[config.mk]
export PLATFORM = sky130hd
export DESIGN_NAME = fifo_wr_arbiter
export DESIGN_NICKNAME = d
export VERILOG_FILES = /design/src/rtl/fifo_arb_pkg.sv /design/src/rtl/rr_pick.sv /design/src/rtl/fifo_wr_arbiter.sv
export SDC_FILE = /design/constraint.sdc
export NUM_CORES = 1
export LEC_CHECK = 0
export CAP_MARGIN = 20
export CORE_MARGIN = 5
export CORE_UTILIZATION = 44
export CTS_BUF_LIST = sky130_fd_sc_hd__clkbuf_4
export CTS_CLUSTER_SIZE = 16
export DETAILED_ROUTE_END_ITERATION = 7
export PLACE_DENSITY = 0.86
export SYNTH_ARGS = -nofsm -noshare
export SYNTH_HDL_FRONTEND = slang
export SYNTH_HIERARCHICAL = 1
export SYNTH_SLANG_ARGS = --single-unit
export TNS_END_PERCENT = 100
[constraint.sdc]
create_clock -name clk -period 3.11 [get_ports clk]
set_input_delay 0.311 -clock clk [delete_from_list [all_inputs] [get_ports clk]]
set_output_delay 0.311 -clock clk [all_outputs]
set_load 0.02 [all_outputs]
[src/rtl/fifo_arb_pkg.sv]
// rtl/fifo_arb_pkg.sv - shared types and round-robin search helper for the FIFO write arbiter
package fifo_arb_pkg;

    typedef enum logic [0:0] {
        ARB  = 1'b0,
        LOCK = 1'b1
    } arb_state_t;

    localparam int BEAT_CNT_W = 16;
    localparam int MAX_REQ    = 16;
    localparam int REQ_IDX_W  = 4;

    typedef struct packed {
        logic                 found;
        logic [REQ_IDX_W-1:0] idx;
    } rr_result_t;

    // Walks from the farthest candidate back to last+1 so the nearest requester is written last and wins.
    function automatic rr_result_t rr_next(input logic [MAX_REQ-1:0] req,
                                           input logic [REQ_IDX_W-1:0] last,
                                           input int n);
        rr_result_t r;
        int         idx;
        r = '0;
        for (int k = MAX_REQ; k >= 1; k--) begin
            if (k <= n) begin
                idx = (int'(last) + k) % n;
                if (req[idx[REQ_IDX_W-1:0]]) begin
                    r.found = 1'b1;
                    r.idx   = idx[REQ_IDX_W-1:0];
                end
            end
        end
        return r;
    endfunction

endpackage

[src/rtl/rr_pick.sv]
// rtl/rr_pick.sv - combinational rotate-priority encoder starting one past the last winner
module rr_pick
    import fifo_arb_pkg::*;
#(
    parameter int NUM_REQ = 4,
    parameter int ID_W    = $clog2(NUM_REQ)
) (
    input  logic [NUM_REQ-1:0] req_valid,
    input  logic [ID_W-1:0]    last,
    output logic [ID_W-1:0]    grant_id,
    output logic               grant_valid
);

    logic [MAX_REQ-1:0] req_ext;
    rr_result_t         pick;

    always_comb begin
        req_ext              = '0;
        req_ext[NUM_REQ-1:0] = req_valid;
        pick                 = rr_next(req_ext, REQ_IDX_W'(last), NUM_REQ);
    end

    assign grant_id    = ID_W'(pick.idx);
    assign grant_valid = pick.found;

endmodule

[src/rtl/fifo_wr_arbiter.sv]
// rtl/fifo_wr_arbiter.sv - round-robin arbiter sharing one FIFO write port among NUM_REQ producers
// Burst locking of a winner for up to MAX_BURST beats is built when FIFO_ARB_BURST_EN is defined.
module fifo_wr_arbiter
    import fifo_arb_pkg::*;
#(
    parameter int NUM_REQ    = 4,
    parameter int DATA_WIDTH = 8,
    parameter int MAX_BURST  = 4,
    localparam int ID_W      = $clog2(NUM_REQ)
) (
    input  logic                          clk,
    input  logic                          rst,
    input  logic [NUM_REQ-1:0]            req_valid,
    input  logic [NUM_REQ*DATA_WIDTH-1:0] req_data,
    output logic [NUM_REQ-1:0]            req_ready,
    output logic                          fifo_wr_en,
    output logic [DATA_WIDTH-1:0]         fifo_wr_data,
    input  logic                          fifo_full,
    output logic [ID_W-1:0]               grant_id,
    output logic                          grant_valid,
    output logic [BEAT_CNT_W-1:0]         beat_count
);

    if (NUM_REQ < 2 || NUM_REQ > MAX_REQ || MAX_BURST < 1 || MAX_BURST > 255) begin : g_param_check
        $error("fifo_wr_arbiter: NUM_REQ or MAX_BURST out of range");
    end

    logic [ID_W-1:0]       last_grant;
    logic [ID_W-1:0]       rr_id;
    logic                  rr_valid;
    logic                  fire;
    logic [BEAT_CNT_W-1:0] beat_q;

    rr_pick #(
        .NUM_REQ (NUM_REQ),
        .ID_W    (ID_W)
    ) u_rr_pick (
        .req_valid   (req_valid),
        .last        (last_grant),
        .grant_id    (rr_id),
        .grant_valid (rr_valid)
    );

`ifdef FIFO_ARB_BURST_EN
    arb_state_t state;
    logic [ID_W-1:0] lock_id;
    logic [7:0]      burst_cnt;
    logic [7:0]      burst_nxt;

    assign burst_nxt = burst_cnt + 8'd1;

    // A locked producer that drops valid leaves the port idle for that cycle rather than re-arbitrating.
    always_comb begin
        if (state == LOCK) begin
            grant_id    = lock_id;
            grant_valid = req_valid[lock_id];
        end else begin
            grant_id    = rr_id;
            grant_valid = rr_valid;
        end
    end
`else
    assign grant_id    = rr_id;
    assign grant_valid = rr_valid;
`endif

    always_comb begin
        req_ready = '0;
        if (grant_valid && !fifo_full) begin
            req_ready[grant_id] = 1'b1;
        end
    end

    assign fifo_wr_en   = |(req_valid & req_ready);
    assign fire         = fifo_wr_en;
    assign fifo_wr_data = grant_valid ? req_data[grant_id*DATA_WIDTH +: DATA_WIDTH] : '0;
    assign beat_count   = beat_q;

    always_ff @(posedge clk) begin
        if (rst) begin
            last_grant <= ID_W'(NUM_REQ - 1);
            beat_q     <= '0;
`ifdef FIFO_ARB_BURST_EN
            state      <= ARB;
            lock_id    <= '0;
            burst_cnt  <= '0;
`endif
        end else begin
            if (fire) begin
                beat_q <= beat_q + BEAT_CNT_W'(1);
            end
`ifdef FIFO_ARB_BURST_EN
            if (state == ARB) begin
                if (fire) begin
                    last_grant <= grant_id;
                    if (MAX_BURST > 1) begin
                        state     <= LOCK;
                        lock_id   <= grant_id;
                        burst_cnt <= 8'd1;
                    end
                end
            end else begin
                if (fire) begin
                    burst_cnt <= burst_nxt;
                    if (burst_nxt == 8'(MAX_BURST)) begin
                        state      <= ARB;
                        last_grant <= lock_id;
                    end
                end else if (!req_valid[lock_id] && !fifo_full) begin
                    state <= ARB;
                end
            end
`else
            if (fire) begin
                last_grant <= grant_id;
            end
`endif
        end
    end

endmodule

# ---- After elaboration in Yosys (flattened, before gate mapping)
# Cells that the tools add are included.
dict set report word_totals {
  input_bits 39
  word_cells 43
  output_inout_bits 32
  reg_bits 18
}
dict set report op_classes {
  muxes 16
  reduce_logical 8
  bitwise_logic 5
  magnitude_cmp 6
  shifts 1
  add_sub_neg 5
}
# op count
set ops {}
lappend ops {{$shiftx 32x6->8} 1}
lappend ops {{$lt 4x5->1 const B} 4}
lappend ops {{$mux 5} 4}
lappend ops {{$add 16x1->16 const B} 1}
lappend ops {{$bmux 1 s3} 4}
lappend ops {{$mux 8} 1}
lappend ops {{$reduce_or 2->1} 4}
lappend ops {{$mux 1} 5}
lappend ops {{$add 2x1->2 const B} 2}
lappend ops {{$add 2x2->2 const B} 2}
lappend ops {{$and 1x1->1 const A} 4}
lappend ops {{$and 4x4->4} 1}
lappend ops {{$mux 4} 1}
lappend ops {{$reduce_or 4->1} 1}
lappend ops {{$lt 2x3->1 const B} 1}
lappend ops {{$demux 1 s2} 1}
lappend ops {{$ge 2x1->1 const B} 1}
lappend ops {{$logic_and 1x1->1} 2}
lappend ops {{$logic_not 1->1} 1}

# ---- Longest topological paths before layout
# Gate-level depths: netlist of the first run.
dict set report depth {
  ltp_word 16
  ltp_mapped 10
  depth_no_buf 7
}

# ---- Cells and area by module
# Netlist of the first run, hierarchy kept.
# mod seq_area_each_um2 area_per_inst_um2 instances cells_each
set by_module_without_submodules {}
lappend by_module_without_submodules {fifo_wr_arbiter 360.3 1253.7 1 126}
lappend by_module_without_submodules {rr_pick 0.0 78.8 1 14}

# ---- Worst setup path after synthesis of the first run
# Ideal clock, no wire load.
dict set report synth_timing {
  path_kind {input port to output port}
  startpoint {input port req_valid[2]}
  endpoint {output port fifo_wr_data[0]}
  slack_ps 395
  cell_stages 4
  required_time_ps 2799
  path_buffers 1
  t_arrival_ps 2404
  path_cell_list {o311ai_1 buf_2 mux4_1 and2_1}
}
dict set report synth_between {
  elab_chain_cells 8
  word_cells_on_any_way 14
  cone_classes {shift: 1; mux: 13}
}
# element line
set synth_lines {}
lappend synth_lines {{start, declared} fifo_wr_arbiter.sv:13} ;# input logic [NUM_REQ-1:0] req_valid,
lappend synth_lines {{$bmux 1 s3} fifo_arb_pkg.sv:28} ;# if (req[idx[REQ_IDX_W-1:0]]) begin
lappend synth_lines {{$mux 1 (not written as such)} fifo_arb_pkg.sv:28}
lappend synth_lines {{$mux 5 (3 in a row)} fifo_arb_pkg.sv:28}
lappend synth_lines {{$mux 5 *} fifo_arb_pkg.sv:28}
lappend synth_lines {{$shiftx 32x6->8} fifo_wr_arbiter.sv:76} ;# assign fifo_wr_data = grant_valid ? req_data[grant_id*DATA_WIDTH +: DATA_WIDTH] : '0;
lappend synth_lines {{$mux 8 *} fifo_wr_arbiter.sv:76}
lappend synth_lines {{end, declared} fifo_wr_arbiter.sv:17} ;# output logic [DATA_WIDTH-1:0] fifo_wr_data,
# Mark *: on every way between the ends. The rest lies on a longest branch, timed or not. The select of a mux whose other input is x is not followed.

# ---- Final worst setup path of the first run
dict set report layout_timing {
  startpoint {input port req_valid[2]}
  endpoint {output port fifo_wr_data[5]}
}
# Same word-level chain as after synthesis.

==> results of run 1 <==
==> final cells by class <==
type / instances / area share [%]
repair buffers: 78 / 36.8
flip-flops and latches: 18 / 17.1
inverters: 4 / 0.713
well taps: 33 / 1.96
clock inverters: 1 / 0.178
multi-input cells: 110 / 42.2
clock buffers: 3 / 1.07
==> worst paths after layout <==
| path | startpoint | to | slack [ns] | cells past startpoint |
|---|---|---|---|---|
| hold reg to reg | beat_count[13] | beat_count[13] | 0.52 | 2 |
| setup reg to reg | last_grant[0] | beat_count[1] | 0.58 | 10 |
| setup / recovery | req_valid[2] | fifo_wr_data[5] | -0.04 | 8 |
| hold / removal | beat_count[13] | beat_count[13] | 0.52 | 2 |
==> power by group through the flow <==
stage / Sequential [W] / Clock (W) / Combinational [W]
after global routing: 0.000246 / 0.000137 / 0.000333
final: 0.000245 / 0.000116 / 0.000313
after CTS: 0.000245 / 0.000119 / 0.000314
after detailed placement: 0.000250 / 0 / 0.000312
after global placement: 0.000249 / 0 / 0.000303
after floorplan: 0.000252 / 0 / 0.000175
==> critical path: stages <==
cell and delay (ns):
clkdlybuf4s50_1 0.47, buf_4 0.18, nand2b_1 0.14, a21o_1 0.21, o311ai_4 0.19, mux4_1 0.64, and2_1 0.17, clkdlybuf4s50_1 0.53
==> timing repair <==
item                                    in CTS  in global routing
buffers inserted                             0                  1
cloned                                       0                  0
pin swaps                                    0                  1
endpoints found under the setup margin       9                  7
resized for setup                            4                  5
==> flip-flops by register name (all words and copies together), names as in the netlist <==
register    count
beat_count     16
last_grant      2
==> layer usage <==
layer  vias up  wire length [um]  global-route usage (%)
met5         -                 0                       0
met4         0                14                    3.89
met3         2               367                    3.81
met2        63              2000                    36.4
met1       666              1770                    24.3
li1        696                 -                       -
==> synth_stat cells, types with 4 or more instances <==
cell type	count
dfxtp_1	18
nand4_1	4
nand2_1	7
buf_6	4
o21ai_1	4
nand3_1	6
a21oi_1	13
nor2_1	10
or4_1	8
mux4_1	5
and2_1	10
o31ai_1	8
==> cells by family (layout without fill, tap and decap cells) <==
| group | count (synthesis) | after routing | synth area share (%) |
|---|---|---|---|
| and+or+nand+nor | 62 | 62 | 28.9 |
| AOI/OAI and AO/OA | 34 | 34 | 16.7 |
| DFF | 18 | 18 | 27.0 |
| muxes | 12 | 12 | 18.1 |
| buffers and inverters | 12 | 86 | 7.60 |
| adders and majority gates | 1 | 1 | 0.939 |
| xor gates and xnor gates | 1 | 1 | 0.657 |
==> stage by stage <==
stage / hold slack [ns] / cells / cell area [um2] / power [W] / setup TNS (ns)
6_report: 0.520 / 247 / 2110 / 0.000674 / -0.0769
5_1_grt: 0.537 / 247 / 2110 / 0.000716 / -0.279
4_1_cts: 0.517 / 246 / 2090 / 0.000678 / -0.0274
3_5_place_dp: 0.498 / 242 / 2050 / 0.000562 / -3.54
3_3_place_gp: 0.477 / 242 / 2050 / 0.000552 / -1.55
2_1_floorplan: 0.459 / 140 / 1330 / 0.000427 / 0
==> flow_summary_export.csv, run 1 <==
group,metric,value,unit
finish,final_util,70.7,%
timing,worstMarginPinSlew,0.619,ns
logic_synthesis,yosysUniqueCellTypes,44,
clocking,htreeDepth,1,
outcome,violations,"setup timing",
power,power_density,320,nW/um2
timing,setup_viol,2,
finish,fin_nets,255,
logic_synthesis,synth_enable_flop_cells,0,
detailed_routing,vias,1427,
logic_synthesis,ys.warnings.count,6,
clocking,clk_pin_slew,0.10,ns
die,ios,71,
timing,hold_viol,0,
finish,syn2layout_area_growth,58.0,%
critical_path,critPathArrivalTime,2.84,ns
finish,layout_common_cells,"63 x clkdlybuf4s50_1, 18 x dfxtp_1, 13 x a21oi_1",
die,initial_core_util,44.7,%
logic_synthesis,syn_inst,140,
die,die_w,65.0,um
die,core_area,2980,um2
logic_synthesis,async_reset_ff_share,0,%
clocking,tritoncts,"yes",
logic_synthesis,synth_area_leaders,"dfxtp_1 27%, mux4_1 9.9%, mux4_2 5.1%",
timing,fin_worst_skew,0.00154,ns
global_route,grt_pass1_vias,1391,
critical_path,worstSetupEndpointType,"output pin",
power,power_frac_seq,36.3,%
power,ir_drop,241,uV
clocking,cts_root_buf,"clkbuf_4",
logic_synthesis,syn_nets,180,
finish,n_antenna_cell,0,
detailed_routing,wl_per_cell,16.8,um
detailed_routing,drt_pass1_iterations,4,
placement,place_hpwl,3.34,mm
timing,timing.fmax,0.317,GHz
finish,multi_input_area,888,um2
placement,gp_congestion,0.851,
power,intPower,0.000457,W
finish,final_layout_size_suffix_gt1_share,10.7,%
global_route,overflow,0,
power,power_frac_comb,46.4,%
clocking,clock_sinks,18,
detailed_routing,drc,0,
global_route,grt_first_pass_wirelength,6.60,mm
timing,rsz0062_at_grt,"true",
logic_synthesis,yosysTopAreaCell,"dfxtp_1",
logic_synthesis,synth_flop_cell,"dfxtp_1",
detailed_routing,ant_nets,0,
clocking,numCtsBuffers,3,
global_route,antenna_found_initial,0,
placement,dpl_worst_slack,-0.247,ns
timing,slew_headroom,58.6,%
die,die-height,65.0,um
finish,mostFrequentLayoutCell,"clkdlybuf4s50_1",
timing,fin_crit,3.15,ns
power,p_leak,0.782,nW
logic_synthesis,yosysSeqAreaShare,27.0,%
logic_synthesis,avgSynthCellArea,9.52,um2
clocking,cts_max_path_buffers,2,
detailed_routing,initialDrtViolationCount,70,
finish,ff_latch_area,360,um2
clocking,ctsHoldBuffers,0,
clocking,clkLatencyLatePin,0.29,ns
detailed_routing,finalWirelength,4.16,mm
finish,n_fill_cell,233,
placement,portBuffers,70,
logic_synthesis,ys_ff_latch,18,
worst_hold_path,min_path_type,"reg2reg",
global_route,grt_usage,19.9,%
outcome,status,"finished, violations left",
critical_path,path_max_fanout,9,
job,max-cap-violations,0,
power,p_sw,0.000217,W
global_route,grt_max_degree,27,
die,dieArea,4230,um2
critical_path,cp.required,2.80,ns
detailed_routing,via_per_inst,5.78,
timing,finalWorstSetupSlack,-0.0410,ns
timing,finalCritPeriodShare,101,%
timing,report.final.slew_viol_count,0,
die,row_count,20,
power,sw_frac_of_total,32.2,%
critical_path,cp-start-kind,"input port",
power,clkPwrFrac,17.2,%
logic_synthesis,synthesis.area,1330,um2
logic_synthesis,yosysTopAreaCellShare,27.0,%
critical_path,crit_type,"in2out",
Note: power is estimated with default switching activity, not from simulation.
==> inputs of run 2 (changes only) <==
--- a/config.mk
+++ b/config.mk
@@ -9,7 +9,6 @@
 export CORE_MARGIN = 5
 export CORE_UTILIZATION = 44
 export CTS_BUF_LIST = sky130_fd_sc_hd__clkbuf_4
-export CTS_CLUSTER_SIZE = 16
 export DETAILED_ROUTE_END_ITERATION = 7
 export PLACE_DENSITY = 0.86
 export SYNTH_ARGS = -nofsm -noshare
==> results of run 2 <==
Same layout as run 1: the final DEF is identical, and so are final timing and power.
==> inputs of run 3 (changes only) <==
--- a/config.mk
+++ b/config.mk
@@ -7,10 +7,10 @@
 export LEC_CHECK = 0
 export CAP_MARGIN = 20
 export CORE_MARGIN = 5
-export CORE_UTILIZATION = 44
+export CORE_UTILIZATION = 40
 export CTS_BUF_LIST = sky130_fd_sc_hd__clkbuf_4
 export DETAILED_ROUTE_END_ITERATION = 7
-export PLACE_DENSITY = 0.86
+export PLACE_DENSITY = 0.79
 export SYNTH_ARGS = -nofsm -noshare
 export SYNTH_HDL_FRONTEND = slang
 export SYNTH_HIERARCHICAL = 1
==> constraint.sdc (replaced) <==
create_clock -name clk -period 2.99 [get_ports clk]
set_input_delay 0.299 -clock clk [delete_from_list [all_inputs] [get_ports clk]]
set_output_delay 0.299 -clock clk [all_outputs]
set_load 0.02 [all_outputs]
==> run 3 against run 2 <==
  * The flow now finishes without violations
  * Via count is 1.9% higher
  * Largest power group unchanged
  * Hold slack worse by 0.0088 ns
  * Wire length is 2.0% higher
  * Cell count is 4.0% higher
==> flow_summary_export.csv, run 3 (synthesis results as in run 1) <==
group,metric,value,unit
die,ios,71,
finish,final_util,64.7,%
detailed_routing,ant_nets,0,
die,dieArea,4590,um2
placement,placed_cell_area,2060,um2
timing,timing.fmax,0.357,GHz
finish,fin_area,2120,um2
worst_hold_path,min_path_cells,2,
clocking,ctsHoldBuffers,0,
timing,finalCritPeriodShare,93.7,%
critical_path,cp-start-kind,"input port",
detailed_routing,top_layer,"met4",
clocking,htreeDepth,1,
detailed_routing,wl_per_cell,16.5,um
global_route,grt_max_degree,32,
clocking,cts_root_buf,"clkbuf_4",
timing,report.final.slew_viol_count,0,
global_route,grt_first_pass_wirelength,6.73,mm
critical_path,r2r_cells,9,
detailed_routing,met2WireLength,2.17,mm
timing,fin_worst_skew,0.00582,ns
detailed_routing,vias,1454,
placement,place_hpwl,3.35,mm
placement,gp_congestion,0.781,
timing,worstMarginPinSlew,0.611,ns
detailed_routing,initialDrtViolationCount,60,
job,max-cap-violations,0,
finish,n_antenna_cell,0,
global_route,antenna_found_initial,0,
die,row_count,21,
detailed_routing,drc,0,
critical_path,worstReg2RegEnd,"beat_count[15]",
worst_hold_path,whs_endpoint,"beat_count[11]",
timing,rsz0062_at_grt,"false",
detailed_routing,wl_met3,384,um
die,die-height,67.7,um
finish,final_layout_size_suffix_gt1_share,9.95,%
timing,slew_headroom,59.1,%
power,ir_drop,213,uV
global_route,grt_pass1_vias,1451,
critical_path,critPathArrivalTime,2.50,ns
placement,portBuffers,70,
outcome,status,"finished clean",
timing,setup_tns,0,ns
timing,setup_viol,0,
clocking,clock_sinks,18,
die,die_w,67.7,um
timing,hold_viol,0,
finish,fin_nets,252,
power,p_leak,0.811,nW
finish,layout_common_cells,"61 x clkdlybuf4s50_1, 18 x dfxtp_1, 13 x a21oi_1",
detailed_routing,finalWirelength,4.24,mm
clocking,clk_pin_slew,0.09,ns
global_route,overflow,0,
critical_path,rrSetupSlack,0.48,ns
global_route,grt_usage,19.2,%
critical_path,path_max_fanout,6,
timing,fin_crit,2.80,ns
detailed_routing,met1_length,1.62,mm
detailed_routing,drt_pass1_iterations,4,
die,core_area,3280,um2
critical_path,cp.required,2.69,ns
power,power_density,331,nW/um2
clocking,tritoncts,"yes",
clocking,numCtsBuffers,3,
clocking,cts_max_path_buffers,2,
critical_path,crit_type,"in2out",
critical_path,r2r_start,"last_grant[0]",
finish,syn2layout_area_growth,59.4,%
critical_path,worstSetupEndpointType,"output pin",
worst_hold_path,min_path_type,"reg2reg",
worst_hold_path,min_from,"beat_count[11]",
die,initial_core_util,40.6,%
clocking,clkLatencyLatePin,0.29,ns
finish,mostFrequentLayoutCell,"clkdlybuf4s50_1",
finish,largest_reg_flops,16,
detailed_routing,via_per_inst,5.66,
==> run 3: cell count changes in the layout (fill, tap and decap cells not counted) <==
cell	previous run	this run
dlygate4sd2_1	2	0
buf_12	0	1
mux2i_2	0	1
buf_4	7	4
clkdlybuf4s50_1	63	61
mux2i_1	2	1
buf_6	1	0
dlymetal6s2s_1	5	9
==> run 3: timing repair <==
action	4_1_cts	5_1_grt
setup buffers	0	0
hold endpoints to repair	0	0
resized for setup	0	11
endpoints found under the setup margin	7	9
==> run 3: cell type report <==
class | count | area (um2)
clock buffer | 3 | 22.5
clock inverter | 1 | 3.75
fill | 291 | 1160
inverter | 4 | 15.0
multi-input combinational | 110 | 892
sequential | 18 | 360
tap | 46 | 57.6
timing repair buffer | 75 | 773
==> run 3: worst max path at each step <==
stage	from	to	slack, ns	cells past startpoint
after floorplan	req_valid[2]	fifo_wr_data[0]	0.30	4
after global placement	req_valid[1]	fifo_wr_data[0]	-0.02	7
after detailed placement	req_valid[1]	fifo_wr_data[1]	-0.09	7
after CTS	req_valid[1]	fifo_wr_data[1]	-0.09	7
after global routing	req_valid[0]	req_ready[0]	0.13	8
final	req_valid[0]	req_ready[0]	0.19	8
==> run 3: worst max-delay path, cell delays in order <==
cell	delay, ns
clkdlybuf4s50_1	0.58
and2b_1	0.21
o21ai_1	0.21
o311ai_4	0.18
buf_4	0.19
inv_1	0.09
and2_1	0.13
clkdlybuf4s50_1	0.61
==> run 3: layer usage <==
metal	GRT usage (%)	up-vias
li1	-	690
met1	20.5	695
met2	36.7	63
met3	3.99	6
met4	6.58	0
met5	0	-
==> run 3: where the power goes <==
group	internal, W	switching [W]	leakage, nW
Combinational	0.000184	0.000145	0.650
Clock	0.0000484	0.0000712	0.0154
Sequential	0.000246	0.00000858	0.146
Total	0.000478	0.000225	0.811
==> run 3: metrics by stage <==
| step | worst slack (ns) | instances | total power (W) | hold WS, ns |
|---|---|---|---|---|
| CTS | -0.0906 | 257 | 0.000711 | 0.503 |
| floorplan | 0.299 | 140 | 0.000445 | 0.459 |
| global route | 0.133 | 257 | 0.000747 | 0.533 |
| detailed placement | -0.0886 | 253 | 0.000592 | 0.488 |
| finish | 0.188 | 257 | 0.000704 | 0.511 |
| global placement | -0.0200 | 253 | 0.000580 | 0.477 |
